File: config.mk
export PLATFORM = sky130hd
export DESIGN_NAME = mmio_bus_ctrl
export DESIGN_NICKNAME = d
export VERILOG_FILES = /design/src/rtl/mmio_bus_ctrl.sv
export SDC_FILE = /design/constraint.sdc
export NUM_CORES = 1
export LEC_CHECK = 0
export ABC_AREA = 1
export BUFFER_PORTS_ARGS = -buffer_cell sky130_fd_sc_hd__buf_2
export CAP_MARGIN = 15
export CORE_MARGIN = 1.5
export CORE_UTILIZATION = 49
export CTS_CLUSTER_DIAMETER = 60
export CTS_CLUSTER_SIZE = 8
export DETAILED_ROUTE_END_ITERATION = 7
export HOLD_SLACK_MARGIN = 0.05
export MAX_ROUTING_LAYER = met4
export PLACE_DENSITY = 0.84
export REMOVE_ABC_BUFFERS = 1
export SYNTH_ARGS = -nofsm -noshare
export SYNTH_HDL_FRONTEND = slang
export SYNTH_SLANG_ARGS = --single-unit
File: constraint.sdc
create_clock -name clk -period 4.8 [get_ports clk]
set_input_delay 0.48 -clock clk [delete_from_list [all_inputs] [get_ports clk]]
set_output_delay 0.48 -clock clk [all_outputs]
set_load 0.02 [all_outputs]
File: src/rtl/mmio_bus_ctrl.sv
// mmio_bus_ctrl: bridges the RV32 core's single memory port to N_SLAVES
// memory-mapped slaves with byte/half/word lane steering, load extension,
// a ready handshake for variable-latency slaves and bus-error reporting
// (misalignment, unmapped region, slave timeout).
//
// Ports:
//   clk, rst            clock, asynchronous active-high reset
//   cpu_req/we/addr/    CPU request (sampled only when idle); cpu_size[2]
//   wdata/size            selects unsigned loads, [1:0] = byte/half/word
//   cpu_ready/rdata/err one-cycle completion pulse with extended load data
//   busy                high while a transfer is in progress
//   s_req               one-hot slave request, held until ready or timeout
//   s_we/addr/wdata/be  word-aligned address, lane-replicated data, enables
//   s_ready, s_rdata    per-slave completion and read data (32 bits each)
module mmio_bus_ctrl #(
  parameter int N_SLAVES     = 4,
  parameter int REGION_SHIFT = 28,
  parameter int SLV_ADDR_W   = 16,
  parameter int TIMEOUT      = 15
) (
  input  logic                     clk,
  input  logic                     rst,
  input  logic                     cpu_req,
  input  logic                     cpu_we,
  input  logic [31:0]              cpu_addr,
  input  logic [31:0]              cpu_wdata,
  input  logic [2:0]               cpu_size,
  output logic                     cpu_ready,
  output logic [31:0]              cpu_rdata,
  output logic                     cpu_err,
  output logic                     busy,
  output logic [N_SLAVES-1:0]      s_req,
  output logic                     s_we,
  output logic [SLV_ADDR_W-1:0]    s_addr,
  output logic [31:0]              s_wdata,
  output logic [3:0]               s_be,
  input  logic [N_SLAVES-1:0]      s_ready,
  input  logic [32*N_SLAVES-1:0]   s_rdata
);

  typedef enum logic [1:0] {ST_IDLE, ST_ACCESS, ST_RESP} state_t;

  state_t                  state_q, state_d;
  logic [N_SLAVES-1:0]     s_req_q, s_req_d;
  logic                    s_we_q, s_we_d;
  logic [SLV_ADDR_W-1:0]   s_addr_q, s_addr_d;
  logic [31:0]             s_wdata_q, s_wdata_d;
  logic [3:0]              s_be_q, s_be_d;
  logic [3:0]              idx_q, idx_d;
  logic [2:0]              size_q, size_d;
  logic [1:0]              off_q, off_d;
  logic [7:0]              cnt_q, cnt_d;
  logic                    cpu_ready_q, cpu_ready_d;
  logic                    cpu_err_q, cpu_err_d;
  logic [31:0]             cpu_rdata_q, cpu_rdata_d;
  logic                    busy_q, busy_d;

  logic [3:0]  idx_in;
  logic        err_in;
  logic        sel_ready;
  logic [31:0] sel_rdata;
  logic [31:0] sh;
  logic [31:0] load_ext;
  logic        unused_addr;

  assign unused_addr = ^cpu_addr;
  assign idx_in      = cpu_addr[REGION_SHIFT+3:REGION_SHIFT];

  always_comb begin
    err_in = 1'b0;
    if (cpu_size[1:0] == 2'b11) err_in = 1'b1;
    if (cpu_size[1:0] == 2'b01 && cpu_addr[0]) err_in = 1'b1;
    if (cpu_size[1:0] == 2'b10 && cpu_addr[1:0] != 2'b00) err_in = 1'b1;
    if ({1'b0, idx_in} >= 5'(N_SLAVES)) err_in = 1'b1;
  end

  // Mux the registered slave index; indices past N_SLAVES never reach ACCESS.
  always_comb begin
    sel_ready = 1'b0;
    sel_rdata = '0;
    for (int unsigned i = 0; i < N_SLAVES; i++) begin
      if (idx_q == 4'(i)) begin
        sel_ready = s_ready[i];
        sel_rdata = s_rdata[32*i +: 32];
      end
    end
  end

  // Extension is applied on capture so cpu_rdata stays a plain register.
  always_comb begin
    sh = sel_rdata >> {off_q, 3'b000};
    case (size_q[1:0])
      2'b00:   load_ext = size_q[2] ? {24'h0, sh[7:0]}   : {{24{sh[7]}}, sh[7:0]};
      2'b01:   load_ext = size_q[2] ? {16'h0, sh[15:0]}  : {{16{sh[15]}}, sh[15:0]};
      default: load_ext = sh;
    endcase
  end

  always_comb begin
    state_d     = state_q;
    s_req_d     = s_req_q;
    s_we_d      = s_we_q;
    s_addr_d    = s_addr_q;
    s_wdata_d   = s_wdata_q;
    s_be_d      = s_be_q;
    idx_d       = idx_q;
    size_d      = size_q;
    off_d       = off_q;
    cnt_d       = cnt_q;
    cpu_ready_d = 1'b0;
    cpu_err_d   = 1'b0;
    cpu_rdata_d = '0;

    case (state_q)
      ST_IDLE: begin
        if (cpu_req) begin
          idx_d  = idx_in;
          size_d = cpu_size;
          off_d  = cpu_addr[1:0];
          if (err_in) begin
            state_d     = ST_RESP;
            cpu_ready_d = 1'b1;
            cpu_err_d   = 1'b1;
          end else begin
            state_d  = ST_ACCESS;
            cnt_d    = '0;
            s_we_d   = cpu_we;
            s_addr_d = {cpu_addr[SLV_ADDR_W-1:2], 2'b00};
            for (int unsigned i = 0; i < N_SLAVES; i++) begin
              s_req_d[i] = (idx_in == 4'(i));
            end
            case (cpu_size[1:0])
              2'b00: begin
                s_wdata_d = {4{cpu_wdata[7:0]}};
                s_be_d    = 4'b0001 << cpu_addr[1:0];
              end
              2'b01: begin
                s_wdata_d = {2{cpu_wdata[15:0]}};
                s_be_d    = 4'b0011 << cpu_addr[1:0];
              end
              default: begin
                s_wdata_d = cpu_wdata;
                s_be_d    = 4'b1111;
              end
            endcase
            if (!cpu_we) s_be_d = '0;
          end
        end
      end
      ST_ACCESS: begin
        if (sel_ready) begin
          state_d     = ST_RESP;
          s_req_d     = '0;
          cpu_ready_d = 1'b1;
          cpu_rdata_d = s_we_q ? '0 : load_ext;
        end else if (cnt_q == 8'(TIMEOUT - 1)) begin
          state_d     = ST_RESP;
          s_req_d     = '0;
          cpu_ready_d = 1'b1;
          cpu_err_d   = 1'b1;
        end else begin
          cnt_d = cnt_q + 8'd1;
        end
      end
      default: state_d = ST_IDLE;
    endcase

    busy_d = (state_d != ST_IDLE);
  end

  always_ff @(posedge clk or posedge rst) begin
    if (rst) begin
      state_q     <= ST_IDLE;
      s_req_q     <= '0;
      s_we_q      <= 1'b0;
      s_addr_q    <= '0;
      s_wdata_q   <= '0;
      s_be_q      <= '0;
      idx_q       <= '0;
      size_q      <= '0;
      off_q       <= '0;
      cnt_q       <= '0;
      cpu_ready_q <= 1'b0;
      cpu_err_q   <= 1'b0;
      cpu_rdata_q <= '0;
      busy_q      <= 1'b0;
    end else begin
      state_q     <= state_d;
      s_req_q     <= s_req_d;
      s_we_q      <= s_we_d;
      s_addr_q    <= s_addr_d;
      s_wdata_q   <= s_wdata_d;
      s_be_q      <= s_be_d;
      idx_q       <= idx_d;
      size_q      <= size_d;
      off_q       <= off_d;
      cnt_q       <= cnt_d;
      cpu_ready_q <= cpu_ready_d;
      cpu_err_q   <= cpu_err_d;
      cpu_rdata_q <= cpu_rdata_d;
      busy_q      <= busy_d;
    end
  end

  assign cpu_ready = cpu_ready_q;
  assign cpu_err   = cpu_err_q;
  assign cpu_rdata = cpu_rdata_q;
  assign busy      = busy_q;
  assign s_req     = s_req_q;
  assign s_we      = s_we_q;
  assign s_addr    = s_addr_q;
  assign s_wdata   = s_wdata_q;
  assign s_be      = s_be_q;

endmodule

==> flow_summary.json <==
{
  "fin_worst_skew_ns": 0.007410,
  "cts_resized": 0,
  "final_antenna_net_count": 0,
  "cap_violations": 0,
  "die_w_um": 115.9,
  "cp.required_ns": 5.05,
  "wl_met2_mm": 9.484,
  "final-seq-area_sq_um": 2728,
  "dieArea_sq_um": 13430,
  "outcome": "completed",
  "cts.path.max_buffers": 2,
  "hp-class": "primary input to asynchronous set/reset pin",
  "drcViolationCount": 0,
  "gp_routability_congestion": 0.9166,
  "cts_tree": "done",
  "worst_slew_margin_rel_pct": 41.15,
  "io_buffers": 280,
  "async_reset_ff_share_pct": 100.0,
  "first_global_vias": 6232,
  "drive_gt1_share_pct": 29.44,
  "grt_pass1_wl_mm": 30.32,
  "num_io_pins": 295,
  "power_mw": 3.652,
  "endpoint_kind": "flop",
  "worstSetupStartpointType": "flop",
  "drt-met1-wl_mm": 8.134,
  "routedWlPerCell_um": 15.19,
  "routed-wl-met3_mm": 1.555,
  "fin_crit_ns": 3.306,
  "netlist_area_sq_um": 6245,
  "top_layer_used": "met4",
  "path_class": "flop to flop",
  "cts.htree.levels": 3,
  "antenna_found_initial": 0,
  "drt-total-wl_mm": 19.65,
  "vias": 6926,
  "area_delta_synth_final_pct": 28.27,
  "multi_input_area_sq_um": 3029,
  "vdd_ir_drop_max_mv": 0.3211,
  "hold_buffers": 0,
  "ys.flop_type": "dfrtp_1",
  "cts_root_buf": "clkbuf_16",
  "grt_max_degree": 66,
  "grt_usage_pct": 29.85,
  "reg2reg_depth": 7,
  "slew_viol_final": 0,
  "core-area_sq_um": 12520,
  "r2r_setup_slack_ns": 1.49,
  "seq_area_frac_synth_pct": 43.68,
  "tightestPinTransition_ns": 0.8795,
  "post-route-period-util_pct": 68.87,
  "fin_util_pct": 63.99,
  "postSynthAreaPerCell_sq_um": 7.203,
  "cts_sinks": 109,
  "rsz0062_at_grt": "no",
  "initial_core_util_pct": 49.89,
  "synth_top_area_share_pct": 43.68,
  "cts_buffers": 9,
  "worst_slack_ns": 1.494,
  "p_leak_nw": 4.357,
  "ys_ff_latch": 109,
  "fin_tns_setup_ns": 0,
  "hold_viol": 0,
  "path_clk_slew_ns": 0.07,
  "nets": 1321,
  "clk_latency_ns": 0.35,
  "yosys_warnings": 0,
  "cts_setup_buffers": 0,
  "synth_area_leaders": "dfrtp_1 44%, nand2_1 16%, nand3_1 12%",
  "p_per_area_nw_per_um2": 455.9,
  "grt_overflow": 0,
  "drt_first_pass_iters": 5,
  "timing.fmax_mhz": 302.5,
  "rows": 41,
  "n_fill_cell": 1158,
  "netlist_instances": 867,
  "drt-vias-per-instance": 5.352,
  "yosys.area.top_type": "dfrtp_1",
  "chipHeight_um": 115.9,
  "critPathMaxFanout": 27,
  "synth_cell_types": 35,
  "synth_edf_count": 0,
  "hpwl_mm": 14.55,
  "place_ws_ns": 1.522,
  "setup_viol": 0,
  "cp.arrival_ns": 3.56,
  "first_iter_violations": 481
}
registers in the layout (all words and copies together), names as in the netlist:
register / flops
s_addr: 14
cpu_rdata: 32
s_be: 4
cnt_q: 8
s_req: 4
off_q: 2
s_we: 1
size_q: 3
cpu_err: 1
s_wdata: 32
idx_q: 4
cpu_ready: 1
state_q: 2
busy: 1
cell usage after synthesis (4+ instances only):
master      n
nand2_1   262
nor3b_1     4
nand3b_1    8
xor2_1      5
nor3_1      9
nand3_1   146
nor2_2      5
buf_2      13
o21ai_0    76
or2_2      10
dfrtp_1   109
buf_1       5
inv_1      60
nand4_1    10
a22o_1      8
a21oi_1    36
buf_4       9
nor2_1     40
clkbuf_1   23
o22ai_1     4
layout by cell type (no fill, tap or decap), drive strengths merged:
master / synthesis / final
nand3b: 8 / 8
conb: 1 / 2
a21oi: 36 / 36
bufinv: 0 / 2
nor3: 10 / 10
nand4: 10 / 10
diode: 0 / 1
a211oi: 1 / 1
a22o: 8 / 8
xor2: 5 / 5
a41oi: 3 / 3
or2: 10 / 10
o22ai: 4 / 4
ha: 2 / 2
nor2: 47 / 47
clkbuf: 23 / 10
nand2: 265 / 265
o31ai: 2 / 2
xnor2: 1 / 1
buf: 28 / 288
clkinv: 3 / 4
nand3: 147 / 147
dfrtp: 109 / 109
inv: 63 / 66
o21ai: 76 / 76
nor3b: 4 / 4
nor4: 1 / 1
layer usage:
layer | global-route usage, % | vias to the layer above
li1 | - | 3345
met1 | 37.42 | 3234
met2 | 48.08 | 303
met3 | 6.851 | 44
met4 | 9.512 | 0
met5 | - | -
layout make-up:
type                            instances  area share (%)
Clock buffer                           10           2.858
Inverter                               66           3.124
Clock inverter                          6           1.187
Timing Repair Buffer                  288           18.24
Tap cell                              172           2.687
Antenna cell                            1         0.03124
Sequential cell                       109           34.05
Multi-Input combinational cell        642           37.82
critical path: stages, from the launching register on:
cell     delay, ns
dfrtp_1       0.41
nor2_4        0.53
nand2_1       0.62
nand3_1       0.28
nand2_2       0.14
nor3_4        0.69
inv_2         0.25
a21oi_1       0.27
report_power, final:
group	switching (mW)	total (mW)	leakage, nW	internal [mW]
combinational	1.05	1.55	2.76	0.508
clock	0.341	0.804	0.158	0.463
sequential	0.177	1.29	1.44	1.12
cell families after synthesis:
kind of cell | synth area share [%]
AOI/OAI and AO/OA | 11.28
other | 0.06005
and+or+nand+nor | 35.78
DFF | 43.68
xor gates and xnor gates | 0.8415
buffers and inverters | 7.954
adders and majority gates | 0.4007
final timing paths:
kind	startpoint	endpoint
setup / recovery	idx_q[3]	cpu_rdata[15]
hold / removal	rst	s_addr[3]
setup reg to reg	idx_q[3]	cpu_rdata[15]
hold reg to reg	s_addr[15]	s_addr[15]
max in group asynchronous	rst	off_q[0]
min in group clk	cpu_addr[15]	s_addr[15]
through the flow:
stage	cells	hold WS (ns)	area (sq um)
after floorplan	817	0.4672	6000
after global routing	1293	0.3264	8008
after CTS	1293	0.3116	8008
final	1294	0.2803	8010
after detailed placement	1277	0.4532	7684
after global placement	1277	0.4492	7684
Power figures use the tool's default switching activity.
